### src/rtl/serdes_loopback_pkg.sv
// Shared constants and types for the byte-wide serdes loopback datapath.
package serdes_loopback_pkg;

  localparam int BYTE_W    = 8;
  localparam int BIT_CNT_W = 3;
  localparam logic [BIT_CNT_W-1:0] BOUNDARY_CNT = 3'd7;

  typedef logic [BYTE_W-1:0]    byte_t;
  typedef logic [BIT_CNT_W-1:0] bit_cnt_t;

endpackage

### src/rtl/serdes_loopback_if.sv
// Parallel byte in/out bus of the loopback, plus the serial line for observation.
interface serdes_loopback_if;
  import serdes_loopback_pkg::*;

  byte_t we;
  byte_t wy;
  logic  sd;

  modport master (output we, input wy, input sd);
  modport slave  (input we, output wy, output sd);

endinterface

### src/rtl/serdes_rx.sv
// Serial-to-parallel shifter with a hold stage and a boundary-aligned output register.
module serdes_rx
  import serdes_loopback_pkg::*;
(
  input  logic  clk,
  input  logic  reset,
  input  logic  sd,
  input  logic  boundary,
  output byte_t wy
);

  // The oldest shifted bit is never read, so only the lower seven are stored.
  logic [BYTE_W-2:0] rx_sr_reg;
  logic [BYTE_W-2:0] rx_sr_next;
  byte_t             rx_hold_reg;
  byte_t             wy_reg;
  byte_t             rx_byte;

  assign rx_sr_next[0] = sd;

  genvar gi;
  generate
    for (gi = 1; gi < BYTE_W - 1; gi++) begin : g_shift
      assign rx_sr_next[gi] = rx_sr_reg[gi-1];
    end
  endgenerate

  // Byte completes with the bit currently on the line.
  assign rx_byte = {rx_sr_reg, sd};

  always_ff @(posedge clk or posedge reset) begin
    if (reset) begin
      rx_sr_reg   <= '0;
      rx_hold_reg <= '0;
      wy_reg      <= '0;
    end else begin
      rx_sr_reg <= rx_sr_next;
      if (boundary) begin
        rx_hold_reg <= rx_byte;
        wy_reg      <= rx_hold_reg;
      end
    end
  end

  assign wy = wy_reg;

endmodule

### src/rtl/serdes_tx.sv
// Byte-period counter and MSB-first parallel-to-serial shifter.
module serdes_tx
  import serdes_loopback_pkg::*;
(
  input  logic  clk,
  input  logic  reset,
  input  byte_t we,
  output logic  sd,
  output logic  boundary
);

  bit_cnt_t bit_cnt_reg;
  bit_cnt_t bit_cnt_next;
  byte_t    tx_sr_reg;
  byte_t    tx_sr_next;

  // Boundary edge is the one leaving count 7; both sides of the link use this strobe.
  assign boundary = (bit_cnt_reg == BOUNDARY_CNT);

  always_comb begin
    bit_cnt_next = bit_cnt_reg + 1'b1;
    tx_sr_next   = {tx_sr_reg[BYTE_W-2:0], 1'b0};
    if (boundary) begin
      tx_sr_next = we;
    end
  end

  always_ff @(posedge clk or posedge reset) begin
    if (reset) begin
      bit_cnt_reg <= '0;
      tx_sr_reg   <= '0;
    end else begin
      bit_cnt_reg <= bit_cnt_next;
      tx_sr_reg   <= tx_sr_next;
    end
  end

  assign sd = tx_sr_reg[BYTE_W-1];

endmodule

### src/rtl/serdes_loopback.sv
// Byte serializer looped back into a deserializer; two byte-period latency.
module serdes_loopback
  import serdes_loopback_pkg::*;
(
  input  logic              clk,
  input  logic              reset,
  serdes_loopback_if.slave  bus
);

  logic  sd;
  logic  boundary;
  byte_t wy;

  serdes_tx u_tx (
    .clk      (clk),
    .reset    (reset),
    .we       (bus.we),
    .sd       (sd),
    .boundary (boundary)
  );

  serdes_rx u_rx (
    .clk      (clk),
    .reset    (reset),
    .sd       (sd),
    .boundary (boundary),
    .wy       (wy)
  );

  assign bus.sd = sd;
  assign bus.wy = wy;

endmodule

### src/flat_wrapper.sv
// flat-port wrapper written by rule: the top's interface ports become plain ports
module serdes_loopback_flat import serdes_loopback_pkg::*;
  (clk, reset, bus_we, bus_wy, bus_sd);
  serdes_loopback_if bus_i ();
  input  logic clk;
  input  logic reset;
  input wire logic [$bits(bus_i.we)-1:0] bus_we;
  output wire logic [$bits(bus_i.wy)-1:0] bus_wy;
  output wire logic [$bits(bus_i.sd)-1:0] bus_sd;
  assign bus_i.we = bus_we;
  assign bus_wy = bus_i.wy;
  assign bus_sd = bus_i.sd;
  serdes_loopback u_core (.clk(clk), .reset(reset), .bus(bus_i));
endmodule
### config.mk
export PLATFORM = sky130hd
export DESIGN_NAME = serdes_loopback_flat
export DESIGN_NICKNAME = d
export VERILOG_FILES = /design/src/rtl/serdes_loopback_pkg.sv /design/src/rtl/serdes_loopback_if.sv /design/src/rtl/serdes_rx.sv /design/src/rtl/serdes_tx.sv /design/src/rtl/serdes_loopback.sv /design/src/flat_wrapper.sv
export SDC_FILE = /design/constraint.sdc
export NUM_CORES = 1
export LEC_CHECK = 0
export BUFFER_PORTS_ARGS = -buffer_cell sky130_fd_sc_hd__buf_2
export CAP_MARGIN = 20
export CORE_MARGIN = 4
export CORE_UTILIZATION = 48
export CTS_CLUSTER_SIZE = 20
export DETAILED_ROUTE_END_ITERATION = 8
export GPL_TIMING_DRIVEN = 0
export PLACE_DENSITY = 0.76
export RECOVER_POWER = 100
export SYNTH_ARGS = -nofsm -noshare
export SYNTH_HDL_FRONTEND = slang
export SYNTH_HIERARCHICAL = 1
export SYNTH_SLANG_ARGS = --single-unit
### constraint.sdc
create_clock -name clk -period 1.35 [get_ports clk]
set_input_delay 0.135 -clock clk [delete_from_list [all_inputs] [get_ports clk]]
set_output_delay 0.135 -clock clk [all_outputs]
set_load 0.05 [all_outputs]
==> impl_metrics.json, run 1 <==
{
  "drt_iter0_drc": 18,
  "ant_nets": 0,
  "crit_chain": "ha_2 > ha_4 > buf_8 > buf_12 > mux2_4",
  "die_w_um": 59.2,
  "worst-path-buf-inv": 2,
  "grt_max_degree": 24,
  "nNetsFinal": 108,
  "hold_path_startpoint": "bus_we[0]",
  "synth_area_sq_um": 1260,
  "cts_tree": "yes",
  "port_buffers": 18,
  "pin_count": 19,
  "ys_ff_latch": 34,
  "slew_headroom": 0.433,
  "synth_compound_area_frac": 0,
  "ys_seq_area_frac": 0.675,
  "synthMuxAreaShare": 0.256,
  "core_sq_um": 2500,
  "syn_nets": 78,
  "maxCapViolations": 0,
  "crit_path_end_kind": "flop",
  "hold_path_depth": 2,
  "status": "complete, but fails checks",
  "start_util": 0.504,
  "skew_ns": 0.00531,
  "crit_cells": 5,
  "yosys.area_share.simple": 0.00596,
  "dr.pass1.iters": 4,
  "grt_pass1_wl_um": 3110,
  "failed_checks": "negative setup slack",
  "crit_family": "flip-flops",
  "total_power_w": 0.00172,
  "finalCriticalPeriod_ns": 1.40,
  "grt_pass1_vias": 679,
  "grt_overflow": 0,
  "synth-adder-area-share": 0.0199,
  "synthXorXnorAreaFrac": 0,
  "detail_route.wl_per_cell_um": 13.9,
  "root_buffer": "clkbuf_4",
  "cts.clk_slew.worst_paths_ns": 0.09,
  "final_core_util": 0.605,
  "worstPathRequired_ns": 1.56,
  "hold_viol": 0,
  "cpPeakStageDelay_ns": 0.39,
  "finalSetupViolCount": 16,
  "yosys_warnings": 6,
  "worst_hold_slack_ns": 0.0266,
  "crit_path_top_delay_cell": "dfrtp_1",
  "die_y_um": 59.2,
  "leakage_nw": 0.726,
  "r2r-start": "u_core/u_tx/bit_cnt_reg[0]$_DFF_PP0_",
  "grt_usage": 0.129,
  "rows": 18,
  "synth_cells": 66,
  "rsz0062_at_grt": "yes",
  "gp_congestion": 0.650,
  "antenna_cells_inserted": 0,
  "max_freq_mhz": 713,
  "cts_num_sinks": 34,
  "clock_latency_ns": 0.33,
  "vdd_drop_max_mv": 0.839,
  "synth_top_family_by_area": "multiplexers",
  "hpwl_um": 1120,
  "viasPerCell": 4.84,
  "numCtsBuffers": 5,
  "htreeDepth": 2,
  "wl_um": 1750,
  "path_max_fanout": 5,
  "die_area_sq_um": 3510,
  "synth.distinct_cells": 8,
  "num_vias": 610,
  "maxSlewViolCount": 0,
  "drive_above_1_share": 0.583,
  "min_period_over_period": 1.04,
  "arrival_ns": 1.61,
  "area_growth_pct": 20.0,
  "min_path_type": "in -> reg",
  "clockBufferDepth": 2,
  "final_cells": 126,
  "cp-start-kind": "flop",
  "antenna_found_initial": 0,
  "max_slew.worst_pin.slew_ns": 0.850,
  "path_class": "reg -> reg",
  "reg2regPathDepth": 5,
  "fin_ws_ns": -0.0518,
  "p_per_area_nw_per_um2": 1140,
  "syn_area_per_cell_sq_um": 19.1,
  "post-place-cells": 114,
  "startpoint": "u_core/u_tx/bit_cnt_reg[0]$_DFF_PP0_",
  "drc_errors": 0
}
cells in the mapped netlist (all sizes together):
cell type,number,area (sq um)
inv,3,11.3
buf,3,42.5
ha,2,25.0
and2,1,7.51
dfrtp,34,851
mux2,23,323
worst paths after layout:
check / end / slack, ns
setup / recovery: u_core/u_rx/rx_hold_reg[2]$_DFFE_PP0P_ / -0.05
hold / removal: u_core/u_tx/tx_sr_reg[0]$_DFF_PP0_ / 0.03
setup reg to reg: u_core/u_rx/rx_hold_reg[2]$_DFFE_PP0P_ / -0.05
hold reg to reg: u_core/u_rx/rx_sr_reg[1]$_DFF_PP0_ / 0.38
max in group asynchronous: u_core/u_rx/wy[1]$_DFFE_PP0P_ / 0.28
min in group asynchronous: u_core/u_tx/tx_sr_reg[3]$_DFF_PP0_ / 0.35
cell usage in the layout (no fill, tap or decap), drive strengths merged:
| master | n |
|---|---|
| clkbuf | 17 |
| inv | 3 |
| dfrtp | 34 |
| mux2 | 23 |
| buf | 15 |
| dlygate4sd3 | 1 |
| ha | 2 |
| and2 | 1 |
kinds of logic after synthesis:
family                     after synthesis
muxes                                   23
DFF                                     34
buffers and inverters                    6
adders and majority gates                2
and+or+nand+nor                          1
power breakdown:
group | total, W | switching [W] | internal [W]
Sequential | 0.00108 | 0.0000211 | 0.00106
Combinational | 0.000143 | 0.0000858 | 0.0000577
Clock | 0.000492 | 0.000296 | 0.000196
Total | 0.00172 | 0.000402 | 0.00132
per-layer routing:
metal	up-vias	share of wire	track usage	routed length, um
met3	8	0.069	0.0458	121
li1	280	-	-	-
met4	0	0.036	0.0971	63
met5	-	0	0	0
met1	301	0.43	0.154	746
met2	21	0.47	0.189	816
what timing repair did:
item                                    4_1_cts  5_1_grt
hold buffers                                  1        0
pin swaps                                     2        2
buffers inserted                              3        1
resized for setup                             2        1
cloned                                        1        0
hold endpoints to repair                     26        0
endpoints found under the setup margin       10       23
per-stage QoR:
stage	cell area (sq um)	TNS, ns	setup slack [ns]
after CTS	1500	-1.16	-0.0801
after global routing	1510	-1.43	-0.102
after global placement	1400	-0.550	-0.0594
after detailed placement	1400	-0.757	-0.0817
after floorplan	1270	-0.172	-0.0172
final	1510	-0.550	-0.0518
cell type report:
| class | count | area, sq um |
|---|---|---|
| timing repair buffer | 24 | 161 |
| clock buffer | 7 | 45.0 |
| fill | 209 | 988 |
| sequential | 34 | 851 |
| tap | 30 | 37.5 |
| buffer | 2 | 35.0 |
| multi-input combinational | 26 | 370 |
| inverter | 3 | 11.3 |
Note: power is estimated with default switching activity, not from simulation.
==> run 2: changes to the inputs <==
- BUFFER_PORTS_ARGS: -buffer_cell sky130_fd_sc_hd__buf_2 -> -buffer_cell sky130_fd_sc_hd__buf_4
- CORE_ASPECT_RATIO: unset -> 1.5
==> run 2 against run 1 <==
Compared with the run above: the run still ends with negative setup slack left; sequential power hardly changed; setup slack worse by 0.0058 ns; cell count is 4.0% lower; critical path type unchanged; core utilization is 3.4 points higher; non-clock buffer count stayed put; routed wire length is 4.9% higher; fmax is 0.42% lower; worst hold slack better by 0.0065 ns; largest power group unchanged; clock skew is 0.0017 ns higher; sequential share of layout area is 2.5 points lower; flip-flop and latch count stayed put; largest cell class unchanged; critical path depth stayed put.
==> impl_metrics.json, run 2 (synthesis results as in run 1) <==
{
  "drc_errors": 0,
  "antenna_found_initial": 0,
  "path_max_fanout": 5,
  "die_area_sq_um": 3530,
  "setup_tns_ns": -0.614,
  "detail_route.wl_per_cell_um": 15.1,
  "fin_ws_ns": -0.0577,
  "pin_count": 19,
  "rsz0062_at_grt": "yes",
  "die_w_um": 49.8,
  "drt_iter0_drc": 9,
  "final_cells": 121,
  "cts_num_sinks": 34,
  "ant_nets": 0,
  "viasPerCell": 5.05,
  "arrival_ns": 1.62,
  "final_cell_mix": "dfrtp_1, buf_4, mux2_4, mux2_2, clkbuf_4",
  "port_buffers": 18,
  "skew_ns": 0.00703,
  "grt_usage": 0.121,
  "root_buffer": "clkbuf_4",
  "maxSlewViolCount": 0,
  "mostFrequentLayoutCell": "dfrtp_1",
  "antenna_cells_inserted": 0,
  "slew_headroom": 0.448,
  "start_util": 0.509,
  "dp_slack_ns": -0.0790,
  "post-place-cells": 108,
  "num_vias": 611,
  "finalSetupViolCount": 16,
  "max_slew.worst_pin.slew_ns": 0.827,
  "cts.clk_slew.worst_paths_ns": 0.10,
  "failed_checks": "negative setup slack",
  "max_freq_mhz": 710,
  "path_class": "reg -> reg",
  "status": "complete, but fails checks",
  "grt_pass1_vias": 667,
  "clock_latency_ns": 0.32,
  "grt_max_degree": 24,
  "numCtsBuffers": 5,
  "filler_cell_count": 199,
  "grt_pass1_wl_um": 3110,
  "hold_path_depth": 2,
  "crit_path_end_kind": "flop",
  "maxCapViolations": 0,
  "drive_above_1_share": 0.608,
  "clockBufferDepth": 2,
  "cp-start-kind": "flop",
  "min_path_type": "in -> reg",
  "wl_met1_um": 719,
  "dr.pass1.iters": 3,
  "hpwl_um": 1230,
  "cts_tree": "yes",
  "nNetsFinal": 108,
  "leakage_nw": 0.759,
  "die_y_um": 70.8,
  "wl_um": 1830,
  "hold_viol": 0,
  "htreeDepth": 2,
  "reg2regPathDepth": 5,
  "core_sq_um": 2480,
  "rows": 22,
  "route.met2.wl_um": 1000,
  "grt_overflow": 0,
  "route.met3.wl_um": 112,
  "min_period_over_period": 1.04,
  "top_layer": "met3",
  "placed_cell_area_sq_um": 1440,
  "worstPathRequired_ns": 1.56,
  "area_growth_pct": 25.6,
  "total_power_w": 0.00192,
  "p_per_area_nw_per_um2": 1210,
  "gp_congestion": 0.634,
  "vdd_drop_max_mv": 0.920,
  "design_area_sq_um": 1580,
  "finalCriticalPeriod_ns": 1.41
}
run 2: cell types whose count changed in the layout (fill, tap and decap cells not counted):
cell | before | now
buf_2 | 9 | 0
buf_4 | 2 | 21
clkbuf_1 | 2 | 0
clkbuf_2 | 9 | 0
clkbuf_4 | 6 | 5
clkbuf_8 | 0 | 3
run 2: area by class of cell:
class,count,area (sq um),share of cell area
well taps,24,30.0,0.0190
inverters,3,11.3,0.00711
clock buffers,8,78.8,0.0498
plain buffers,2,35.0,0.0221
multi-input cells,26,370,0.234
repair buffers,24,206,0.130
flip-flops and latches,34,851,0.538
run 2: where the power goes:
group / total, W / internal, W / switching [W]
Sequential: 0.00109 / 0.00106 / 0.0000231
Clock: 0.000674 / 0.000356 / 0.000318
Combinational: 0.000159 / 0.0000735 / 0.0000852
run 2: metal layers:
layer,up-vias,global-route usage
li1,281,-
met1,315,0.131
met2,15,0.206
met3,0,0.0505
met4,0,0.0462
met5,-,0
run 2: path summary, 6_finish.rpt:
path | from | end | slack [ns]
min | bus_we[7] | u_core/u_tx/tx_sr_reg[7]$_DFF_PP0_ | 0.03
max in group asynchronous | reset | u_core/u_rx/rx_hold_reg[6]$_DFFE_PP0P_ | 0.30
min in group asynchronous | reset | u_core/u_tx/tx_sr_reg[3]$_DFF_PP0_ | 0.35
max reg2reg | u_core/u_tx/bit_cnt_reg[0]$_DFF_PP0_ | u_core/u_rx/rx_hold_reg[5]$_DFFE_PP0P_ | -0.06
max | u_core/u_tx/bit_cnt_reg[0]$_DFF_PP0_ | u_core/u_rx/rx_hold_reg[5]$_DFFE_PP0P_ | -0.06
min reg2reg | u_core/u_rx/rx_sr_reg[4]$_DFF_PP0_ | u_core/u_rx/rx_sr_reg[5]$_DFF_PP0_ | 0.39
run 2: per-stage QoR:
stage | hold slack (ns) | util
after floorplan | -0.0126 | -
after global placement | 0.156 | 0.581
after detailed placement | 0.151 | 0.581
after CTS | 0.0118 | 0.634
after global routing | 0.00928 | 0.639
final | 0.0331 | 0.639
run 2: critical path, cell delays in order, from the launching register on:
cell	delay, ns
dfrtp_1	0.40
ha_2	0.19
ha_4	0.16
buf_8	0.13
buf_16	0.13
mux2_4	0.28
run 2: timing repair:
action                                 4_1_cts  5_1_grt
gates resized for setup                      2        1
endpoints found under the hold margin       34        0
setup endpoints to repair                   10       23
hold buffers                                 1        0
setup buffers                                3        1
cloned                                       1        0
pin swaps                                    2        2
